`src/rtl/ifu_pkg.sv`:
```
// Shared definitions for the instruction-fetch front end (ifu_prefetch).
//
// Contents:
//   IFU_RESET_PC  default first fetch address after reset.
//   ifu_entry_t   one queue slot: {pc, inst, filled}. The pc and inst fields
//                 are sized for the widest supported configuration (64-bit PC,
//                 32-bit instruction). Narrower configurations zero-extend
//                 into the fields.
//   PTR_W(depth)  queue pointer width, clog2(depth).
//   CNT_W(depth)  occupancy / drop counter width, clog2(depth+1).
package ifu_pkg;

  localparam logic [63:0] IFU_RESET_PC = 64'h8000_0000;
  localparam int          ENTRY_XLEN   = 64;
  localparam int          ENTRY_ILEN   = 32;

  typedef struct packed {
    logic [ENTRY_XLEN-1:0] pc;
    logic [ENTRY_ILEN-1:0] inst;
    logic                  filled;
  } ifu_entry_t;

  function automatic int PTR_W(input int depth);
    return $clog2(depth);
  endfunction

  function automatic int CNT_W(input int depth);
    return $clog2(depth + 1);
  endfunction

endpackage

```
`src/rtl/ifu_queue.sv`:
```
// Circular fetch queue for ifu_prefetch: entry storage plus the head
// (consume), alloc (request issue) and fill (response write) pointers.
//
// Ports:
//   clk, rst          clock; asynchronous active-low reset.
//   i_flush           drop every entry (head = fill = alloc, counts = 0).
//   i_alloc_en/pc     reserve entry[alloc] for a fetch at pc, unfilled.
//   i_fill_en/inst    write inst into entry[fill] and mark it filled.
//   i_pop_en          retire entry[head].
//   o_head_*          contents of entry[head].
//   o_occ             allocated entries (filled or not).
//   o_unfilled        allocated entries still waiting for a response.
// Requires XLEN <= 64, ILEN <= 32 and DEPTH a power of two >= 2.
module ifu_queue
  import ifu_pkg::*;
#(
  parameter int XLEN  = 64,
  parameter int ILEN  = 32,
  parameter int DEPTH = 4
) (
  input  logic                     clk,
  input  logic                     rst,
  input  logic                     i_flush,
  input  logic                     i_alloc_en,
  input  logic [XLEN-1:0]          i_alloc_pc,
  input  logic                     i_fill_en,
  input  logic [ILEN-1:0]          i_fill_inst,
  input  logic                     i_pop_en,
  output logic                     o_head_filled,
  output logic [XLEN-1:0]          o_head_pc,
  output logic [ILEN-1:0]          o_head_inst,
  output logic [CNT_W(DEPTH)-1:0]  o_occ,
  output logic [CNT_W(DEPTH)-1:0]  o_unfilled
);

  localparam int PW = PTR_W(DEPTH);
  localparam int CW = CNT_W(DEPTH);

  ifu_entry_t    r_mem [DEPTH];
  logic [PW-1:0] r_head;
  logic [PW-1:0] r_alloc;
  logic [PW-1:0] r_fill;
  logic [CW-1:0] r_occ;
  logic [CW-1:0] r_unfilled;

  ifu_entry_t    w_new;
  ifu_entry_t    w_head;

  always_comb begin
    w_new = '0;
    w_new.pc[XLEN-1:0] = i_alloc_pc;
  end

  assign w_head        = r_mem[r_head];
  assign o_head_filled = w_head.filled;
  assign o_head_pc     = w_head.pc[XLEN-1:0];
  assign o_head_inst   = w_head.inst[ILEN-1:0];
  assign o_occ         = r_occ;
  assign o_unfilled    = r_unfilled;

  // Storage is cleared on reset so the head outputs read as zero.
  // A flush leaves stale filled flags behind; they are harmless because
  // every entry is rewritten with filled=0 when it is next allocated.
  always_ff @(posedge clk or negedge rst) begin
    if (!rst) begin
      for (int i = 0; i < DEPTH; i++) r_mem[i] <= '0;
      r_head     <= '0;
      r_alloc    <= '0;
      r_fill     <= '0;
      r_occ      <= '0;
      r_unfilled <= '0;
    end else if (i_flush) begin
      r_head     <= r_alloc;
      r_fill     <= r_alloc;
      r_occ      <= '0;
      r_unfilled <= '0;
    end else begin
      if (i_alloc_en) begin
        r_mem[r_alloc] <= w_new;
        r_alloc        <= r_alloc + PW'(1);
      end
      // The fill slot is always an allocated, unfilled entry, so it never
      // collides with the slot being allocated in the same cycle.
      if (i_fill_en) begin
        r_mem[r_fill].inst[ILEN-1:0] <= i_fill_inst;
        r_mem[r_fill].filled         <= 1'b1;
        r_fill                       <= r_fill + PW'(1);
      end
      if (i_pop_en) r_head <= r_head + PW'(1);
      r_occ      <= r_occ + CW'(i_alloc_en) - CW'(i_pop_en);
      r_unfilled <= r_unfilled + CW'(i_alloc_en) - CW'(i_fill_en);
    end
  end

endmodule

```
`src/rtl/ifu_prefetch.sv`:
```
// Instruction-fetch front end: owns the fetch PC, issues in-order requests
// to a variable-latency instruction memory, buffers up to DEPTH fetched
// instructions for decode and discards wrong-path responses after a
// redirect.
//
// Ports:
//   clk, rst                        clock; asynchronous active-low reset.
//   redirect_valid, redirect_pc     flush and restart fetch at redirect_pc
//                                   (bits [1:0] ignored).
//   imem_req_valid/ready/addr       request channel to instruction memory.
//   imem_resp_valid/inst            in-order responses, >= 1 cycle after
//                                   acceptance.
//   out_valid/ready/pc/inst         head entry to decode.
//   perf_fetch_cnt, perf_drop_cnt   (IFU_PERF_EN only) saturating counts of
//                                   accepted requests / discarded responses.
//
// Handshakes: a transfer happens in a cycle where valid and ready are both
// high at the rising edge. valid never depends on ready; ready may depend on
// valid. Responses have no backpressure.
//
// Build option: define IFU_PERF_EN to add the performance counters.
module ifu_prefetch
  import ifu_pkg::*;
#(
  parameter int              XLEN     = 64,
  parameter int              ILEN     = 32,
  parameter int              DEPTH    = 4,
  parameter logic [XLEN-1:0] RESET_PC = XLEN'(IFU_RESET_PC)
) (
  input  logic             clk,
  input  logic             rst,
  input  logic             redirect_valid,
  input  logic [XLEN-1:0]  redirect_pc,
  output logic             imem_req_valid,
  input  logic             imem_req_ready,
  output logic [XLEN-1:0]  imem_req_addr,
  input  logic             imem_resp_valid,
  input  logic [ILEN-1:0]  imem_resp_inst,
  output logic             out_valid,
  input  logic             out_ready,
  output logic [XLEN-1:0]  out_pc,
  output logic [ILEN-1:0]  out_inst
`ifdef IFU_PERF_EN
  ,
  output logic [63:0]      perf_fetch_cnt,
  output logic [63:0]      perf_drop_cnt
`endif
);

  localparam int CW = CNT_W(DEPTH);

  logic [XLEN-1:0] r_fetch_pc;
  logic [CW-1:0]   r_drop_cnt;

  logic [CW-1:0]   w_occ;
  logic [CW-1:0]   w_unfilled;
  logic            w_head_filled;
  logic [XLEN-1:0] w_head_pc;
  logic [ILEN-1:0] w_head_inst;
  logic [CW:0]     w_inflight;
  logic            w_accept;
  logic            w_pop;
  logic            w_resp_keep;
  logic            w_resp_drop;

  // Occupancy plus pending drops bounds the bus requests still in flight,
  // so holding it below DEPTH keeps outstanding requests <= DEPTH.
  // The rst term keeps the request line low while reset is held.
  assign w_inflight     = {1'b0, w_occ} + {1'b0, r_drop_cnt};
  assign imem_req_valid = rst && !redirect_valid && (w_inflight < (CW+1)'(DEPTH));
  assign imem_req_addr  = r_fetch_pc;

  assign out_valid = w_head_filled && (w_occ != '0) && !redirect_valid;
  assign out_pc    = w_head_pc;
  assign out_inst  = w_head_inst;

  assign w_accept    = imem_req_valid && imem_req_ready;
  assign w_pop       = out_valid && out_ready;
  // A response landing in a redirect cycle belongs to the old path too.
  assign w_resp_drop = imem_resp_valid && (redirect_valid || (r_drop_cnt != '0));
  assign w_resp_keep = imem_resp_valid && !redirect_valid && (r_drop_cnt == '0);

  ifu_queue #(
    .XLEN  (XLEN),
    .ILEN  (ILEN),
    .DEPTH (DEPTH)
  ) u_queue (
    .clk           (clk),
    .rst           (rst),
    .i_flush       (redirect_valid),
    .i_alloc_en    (w_accept),
    .i_alloc_pc    (r_fetch_pc),
    .i_fill_en     (w_resp_keep),
    .i_fill_inst   (imem_resp_inst),
    .i_pop_en      (w_pop),
    .o_head_filled (w_head_filled),
    .o_head_pc     (w_head_pc),
    .o_head_inst   (w_head_inst),
    .o_occ         (w_occ),
    .o_unfilled    (w_unfilled)
  );

  // On redirect every unfilled entry becomes a response to throw away,
  // less the one (if any) arriving right now.
  always_ff @(posedge clk or negedge rst) begin
    if (!rst) begin
      r_fetch_pc <= RESET_PC;
      r_drop_cnt <= '0;
    end else if (redirect_valid) begin
      r_fetch_pc <= {redirect_pc[XLEN-1:2], 2'b00};
      r_drop_cnt <= r_drop_cnt + w_unfilled - CW'(imem_resp_valid);
    end else begin
      if (w_accept)    r_fetch_pc <= r_fetch_pc + XLEN'(4);
      if (w_resp_drop) r_drop_cnt <= r_drop_cnt - CW'(1);
    end
  end

`ifdef IFU_PERF_EN
  logic [63:0] r_perf_fetch;
  logic [63:0] r_perf_drop;

  always_ff @(posedge clk or negedge rst) begin
    if (!rst) begin
      r_perf_fetch <= '0;
      r_perf_drop  <= '0;
    end else begin
      if (w_accept && (r_perf_fetch != '1))   r_perf_fetch <= r_perf_fetch + 64'd1;
      if (w_resp_drop && (r_perf_drop != '1)) r_perf_drop  <= r_perf_drop + 64'd1;
    end
  end

  assign perf_fetch_cnt = r_perf_fetch;
  assign perf_drop_cnt  = r_perf_drop;
`endif

endmodule

```
`config.mk`:
```
export PLATFORM = sky130hd
export DESIGN_NAME = ifu_prefetch
export DESIGN_NICKNAME = d
export VERILOG_FILES = /design/src/rtl/ifu_pkg.sv /design/src/rtl/ifu_queue.sv /design/src/rtl/ifu_prefetch.sv
export SDC_FILE = /design/constraint.sdc
export NUM_CORES = 1
export LEC_CHECK = 0
export BUFFER_PORTS_ARGS = -buffer_cell sky130_fd_sc_hd__buf_2
export CAP_MARGIN = 20
export CELL_PAD_IN_SITES_DETAIL_PLACEMENT = 0
export CELL_PAD_IN_SITES_GLOBAL_PLACEMENT = 1
export CORE_UTILIZATION = 47
export CTS_CLUSTER_SIZE = 10
export DETAILED_ROUTE_END_ITERATION = 10
export PLACE_DENSITY = 0.79
export SLEW_MARGIN = 20
export SYNTH_ARGS = -nofsm -noshare
export SYNTH_HDL_FRONTEND = slang
export SYNTH_SLANG_ARGS = --single-unit
```
`constraint.sdc`:
```
create_clock -name clk -period 3.7 [get_ports clk]
set_clock_uncertainty 0.1 [all_clocks]
set_input_delay 0.74 -clock clk [delete_from_list [all_inputs] [get_ports clk]]
set_output_delay 0.74 -clock clk [all_outputs]
set_load 0.02 [all_outputs]
```
# == Yosys cells after proc, flatten, opt, wreduce, memory -nomap -nowiden ==
# Cells that the tools add are included.
# op_classes
n_bitwise,4
n_eq_ne,0
n_mul,0
addsub,12
div_mod_pow,0
n_mux,25
magnitude_cmp,6
n_reduce_logical,21
shift,0
# ops
operator,n
$bwmux 388,3
$mux 388,3
$demux 97 s2,3
$mux 97,3
$bmux 97 s2,1
$mux 64,2
$add 64x3->64 const B,1
$mux 33,1
$mux 3,4
$logic_and 1x1->1,11
$ge 3x3->1 const B,3
$not 2->3,3
$sub 3x1->3,3
$mux 2,4
$reduce_bool 2->1,4
$add 2x1->2 const B,3
$add 3x1->3,2
$lt 3x1->1 const B,2
$reduce_bool 3->1,2
$add 3x3->4,1
$lt 4x3->1 const B,1
$add 3x3->3,1
$logic_not 3->1,1
$sub 3x1->3 const B,1
5 further kinds,5
# word_totals
latchBits,0
mem_bits_rw,0
out_inout_bits,162
memories,0
rom_bits,0
inputBits,102
register_bits,467

# == Longest topological paths before layout ==
# logic_depth
ltp_word,11
depth_mapped,14
mapped_depth_nobuf,11

# == By module ==
# From an unflattened synthesis, not the netlist that was laid out.
# unflattened
hier_cells,1576
area_unflattened_um2,22524.1
# modules_own_cells
mod,n_inst,area_each_um2,cells_each,seq_area_each_um2
ifu_queue,1,17958.5,1033,10009.6
ifu_prefetch,1,4565.6,543,1627.8

# == Worst setup path before layout ==
# OpenSTA, ideal clock, no wires.
# synth_path
path_type,input-to-reg
from,input redirect_valid
to,register u_queue.r_unfilled[2] (netlist: u_queue.o_unfilled[2])
t_required_ns,3.468
setup_time_ns,0.132
slack_ns,0.468
path_buffers,4
stages,14
t_arrival_ns,3.001
cell_sequence,clkbuf_1 -> nor3b_1 -> and4_1 -> inv_1 -> buf_2 -> clkbuf_1 -> clkbuf_1 -> ha_1 -> inv_1 -> ha_1 -> inv_1 -> fa_1 -> xnor2_1 -> nor2_1
# synth_via
elab_chain_len,7
word_cells_on_any_way,9
# synth_lines
item,line_no,text
start: declaration,ifu_prefetch.sv:32,"input logic redirect_valid,"
$logic_not 1->1,"ifu_prefetch.sv:70, ifu_prefetch.sv:81",
$logic_and 1x1->1 (2 in series),ifu_prefetch.sv:70,assign imem_req_valid = rst && !redirect_valid && (w_inflight < (CW+1)'(DEPTH));
$logic_and 1x1->1,ifu_prefetch.sv:77,assign w_accept = imem_req_valid && imem_req_ready;
$add 3x1->3,ifu_queue.sv:91,r_unfilled <= r_unfilled + CW'(i_alloc_en) - CW'(i_fill_en);
$sub 3x1->3,ifu_queue.sv:91,
$mux 3 (*),ifu_queue.sv:72,end else if (i_flush) begin
end signal: assignment,ifu_queue.sv:91,
end: declaration,ifu_queue.sv:44,logic [CW-1:0] r_unfilled;
# Every way passes the cells marked *; elsewhere a longest branch is shown, timed or not.
# A chain may end at the register's enable or synchronous reset.

# == Final worst setup path ==
# layout_path
from,register u_queue.r_head[0]
to,output out_inst[17]
# layout_via
elab_chain_len,4
# layout_lines
item,line_no,text
start: declaration,ifu_queue.sv:40,logic [PW-1:0] r_head;
start signal: assignment,ifu_queue.sv:73,r_head <= r_alloc;
start signal: assignment,ifu_queue.sv:89,if (i_pop_en) r_head <= r_head + PW'(1);
$not 2->3 (implied by the code),ifu_queue.sv:54,assign w_head = r_mem[r_head];
$bmux 97 s2,ifu_queue.sv:54,
$mux 97 (implied by the code) (2 in series),ifu_queue.sv:54,
end: declaration,ifu_prefetch.sv:42,output logic [ILEN-1:0] out_inst
# Every way passes these cells. The select of a mux whose other input is x is not followed.

==> flow_summary_export.csv <==
group,metric,value,unit
cts,hold_buffers,0,
global_route,grt_overflow_total,0,
yosys,avgSynthCellArea,11.43,um^2
yosys,synth_top_family_by_area,"multiplexers",
drt,drtIter0Drc,1110,
sta,final.min_clock_period,3.191,ns
run,max-cap-violations,0,
sta,rsz0062_at_grt,"false",
yosys,synthXorXnorAreaFrac,0.8066,%
drt,ant_nets,0,
worst_setup_path,critPathCaptureType,"output pin",
yosys,yosysUniqueCellTypes,57,
status,status,"finished clean",
cells_and_area,fin_util,55.21,%
power,intPower,12.94,mW
worst_setup_path,worst_ep_required_time,2.86,ns
worst_setup_path,crit_buf_inv,2,
sta,setup_viol,0,
power,comb_power_share,34.4,%
placement,routabilityCongestion,0.8413,
floorplanning,io-pin-count,264,
sta,max_freq,0.3134,GHz
worst_setup_path,critPathMaxFanout,27,
cells_and_area,fillers,3924,
worst_setup_path,crit_path_start_kind,"flip-flop",
worst_setup_path,arrival,2.35,ns
yosys,synth_top_area_cell,"dfrtp_1",
yosys,yosysMostFrequentCell,"dfrtp_1",
drt,drt_pass1_iterations,5,
yosys,synthSimpleGateAreaFrac,16.15,%
cts,post_cts_buffers,0,
sta,maxSlewHeadroom,29.34,%
cells_and_area,final_nets,2211,
global_route,grt_max_degree,181,
global_route,antenna_found_initial,10,
drt,wl_per_cell,22.68,um
cts,root_buffer,"clkbuf_16",
power,power_switching,6.745,mW
power,swShare,34.26,%
drt,routed_wl,61610,um
global_route,grt_first_pass_wirelength,96280,um
power,clkPwrFrac,24.4,%
cts,cts_buffers,53,
cells_and_area,syn2layout_area_growth,15.62,%
yosys,synth_common_cells,"dfrtp_1, nand2_1, mux2_2",
cts,cts.sinks,457,
sta,setup_tns,0,ns
power,ir_drop,0.4474,mV
power,p_leak,12.24,nW
cts,clk_latency,0.60,ns
drt,vias,15970,
worst_setup_path,critical_path_class,"flip-flop to output pin",
worst_setup_path,slowest_delay,0.60,ns
power,power_frac_seq,41.2,%
yosys,synthArstFlopShare,100.0,%
yosys,syn_area,21720,um^2
floorplanning,initial_core_util,47.75,%
yosys,synth_fa_ha_area_share,1.429,%
drt,post_drt_via_cell_ratio,5.879,
floorplanning,core_area,45480,um^2
global_route,grt_pass1_vias,16380,
worst_setup_path,slowest_stage,"mux4_2",
global_route,grt_usage,26.63,%
floorplanning,die-area,47070,um^2
sta,fin_crit_sh,86.23,%
worst_setup_path,crit_chain,"buf_4 > mux4_2 > buf_2",
floorplanning,die_w,217.0,um
worst_setup_path,r2r_slack,0.60,ns
yosys,synth_compound_area_share,4.114,%
yosys,synth_mux_area_share,21.25,%
cells_and_area,layout-drive-gt1-share,32.53,%
cts,cts_tree,"yes",
yosys,synth_seq_area_share,52.66,%
yosys,synthCells,1900,
placement,portBuffers,257,
yosys,synth_seq_cells,457,
worst_setup_path,crit_family,"buffers and inverters",
cts,htreeDepth,2,
yosys,synthFlopType,"dfrtp_1",
cells_and_area,ff_latch_area,11440,um^2
sta,tightest_slew,1.059,ns
cts,clk_pin_slew,0.06,ns
min_path,min_path_type,"primary input to asynchronous set/reset pin",
cells_and_area,multi_input_area,9557,um^2
drt,drc_errors,0,
sta,finalMaxSlewViolations,0,
floorplanning,rows,78,
yosys,synth_edf_count,0,
cts,cts_resized,0,
yosys,synth_area_leaders,"dfrtp_1, mux2_2, mux4_2, nand2_1, nand3_1",
power,p_per_area,784.1,nW/um^2
yosys,yosysWarnings,0,
cts,cts.path.max_buffers,3,
floorplanning,die_y,217.0,um
yosys,synth_top_area_share,52.54,%
placement,hpwl,38180,um
sta,hold_viol,0,
-- per-layer routing --
metal / GRT usage (%) / vias to the layer above / share of wire (%)
met5: 0 / - / 0.042
met4: 9.859 / 4 / 3.2
met3: 5.073 / 109 / 5.8
met2: 42.70 / 523 / 48
met1: 36.11 / 8218 / 43
li1: - / 7118 / -
-- cell usage in the layout (no fill, tap or decap), types with 28 or more instances in the layout --
| cell | count |
|---|---|
| buf_2 | 255 |
| buf_4 | 28 |
| clkbuf_16 | 55 |
| dfrtp_1 | 454 |
| mux2_2 | 210 |
| mux4_2 | 95 |
| nand2_1 | 390 |
| nand3_1 | 188 |
| nand4_1 | 29 |
| o21ai_0 | 66 |
-- state kept, by name, summed over array words and instances, names as in the netlist --
name	flops
u_queue.r_mem	380
imem_req_addr	62
r_drop_cnt	3
u_queue.o_occ	3
u_queue.o_unfilled	3
u_queue.r_alloc	2
u_queue.r_fill	2
u_queue.r_head	2
-- kinds of logic after synthesis --
family	after synthesis
other	1
multiplexers	316
AO/OA/AOI/OAI	141
flip-flops	457
adder cells (fa/ha/maj)	23
AND/OR/NAND/NOR	749
buffers and inverters	193
XOR/XNOR	20
-- power groups by stage --
stage / sequential (mW) / combinational [mW] / clock, mW
4_1_cts: 8.09 / 6.86 / 4.90
6_report: 8.11 / 6.78 / 4.80
3_5_place_dp: 8.16 / 6.84 / 0
5_1_grt: 8.35 / 7.33 / 5.10
2_1_floorplan: 7.76 / 4.95 / 0
3_3_place_gp: 8.01 / 6.68 / 0
-- layout make-up --
| type | instances | share of cell area [%] |
|---|---|---|
| diodes | 8 | 0.07973 |
| clock buffers | 75 | 5.940 |
| clock inverters | 3 | 0.1744 |
| inverters | 27 | 0.4036 |
| multi-input cells | 1253 | 38.06 |
| flip-flops and latches | 457 | 45.58 |
| well taps | 600 | 2.990 |
| repair buffers | 294 | 6.777 |
-- worst paths after layout --
kind                       cells past startpoint          startpoint                  to
setup / recovery                               3   u_queue.r_head[0]        out_inst[17]
hold / removal                                 2                 rst  u_queue.r_mem[282]
setup reg to reg                               7    imem_req_addr[2]   imem_req_addr[54]
hold reg to reg                                2  u_queue.r_mem[273]  u_queue.r_mem[273]
max in group asynchronous                      3                 rst  u_queue.r_mem[200]
min in group clk                               3      redirect_pc[4]    imem_req_addr[4]
-- through the flow --
step           cells  area [um^2]  worst slack, ns  hold slack [ns]  total power [mW]
2_1_floorplan   1903        21730           0.4677           0.3416             12.71
3_3_place_gp    2631        23560           0.5836           0.3555             14.69
3_5_place_dp    2631        23560           0.4833           0.3649             15.00
4_1_cts         2709        25090           0.4318           0.2112             19.85
5_1_grt         2717        25110           0.3778           0.2065             20.79
6_report        2717        25110           0.5094           0.1737             19.69
(Power assumes the default switching activity.)
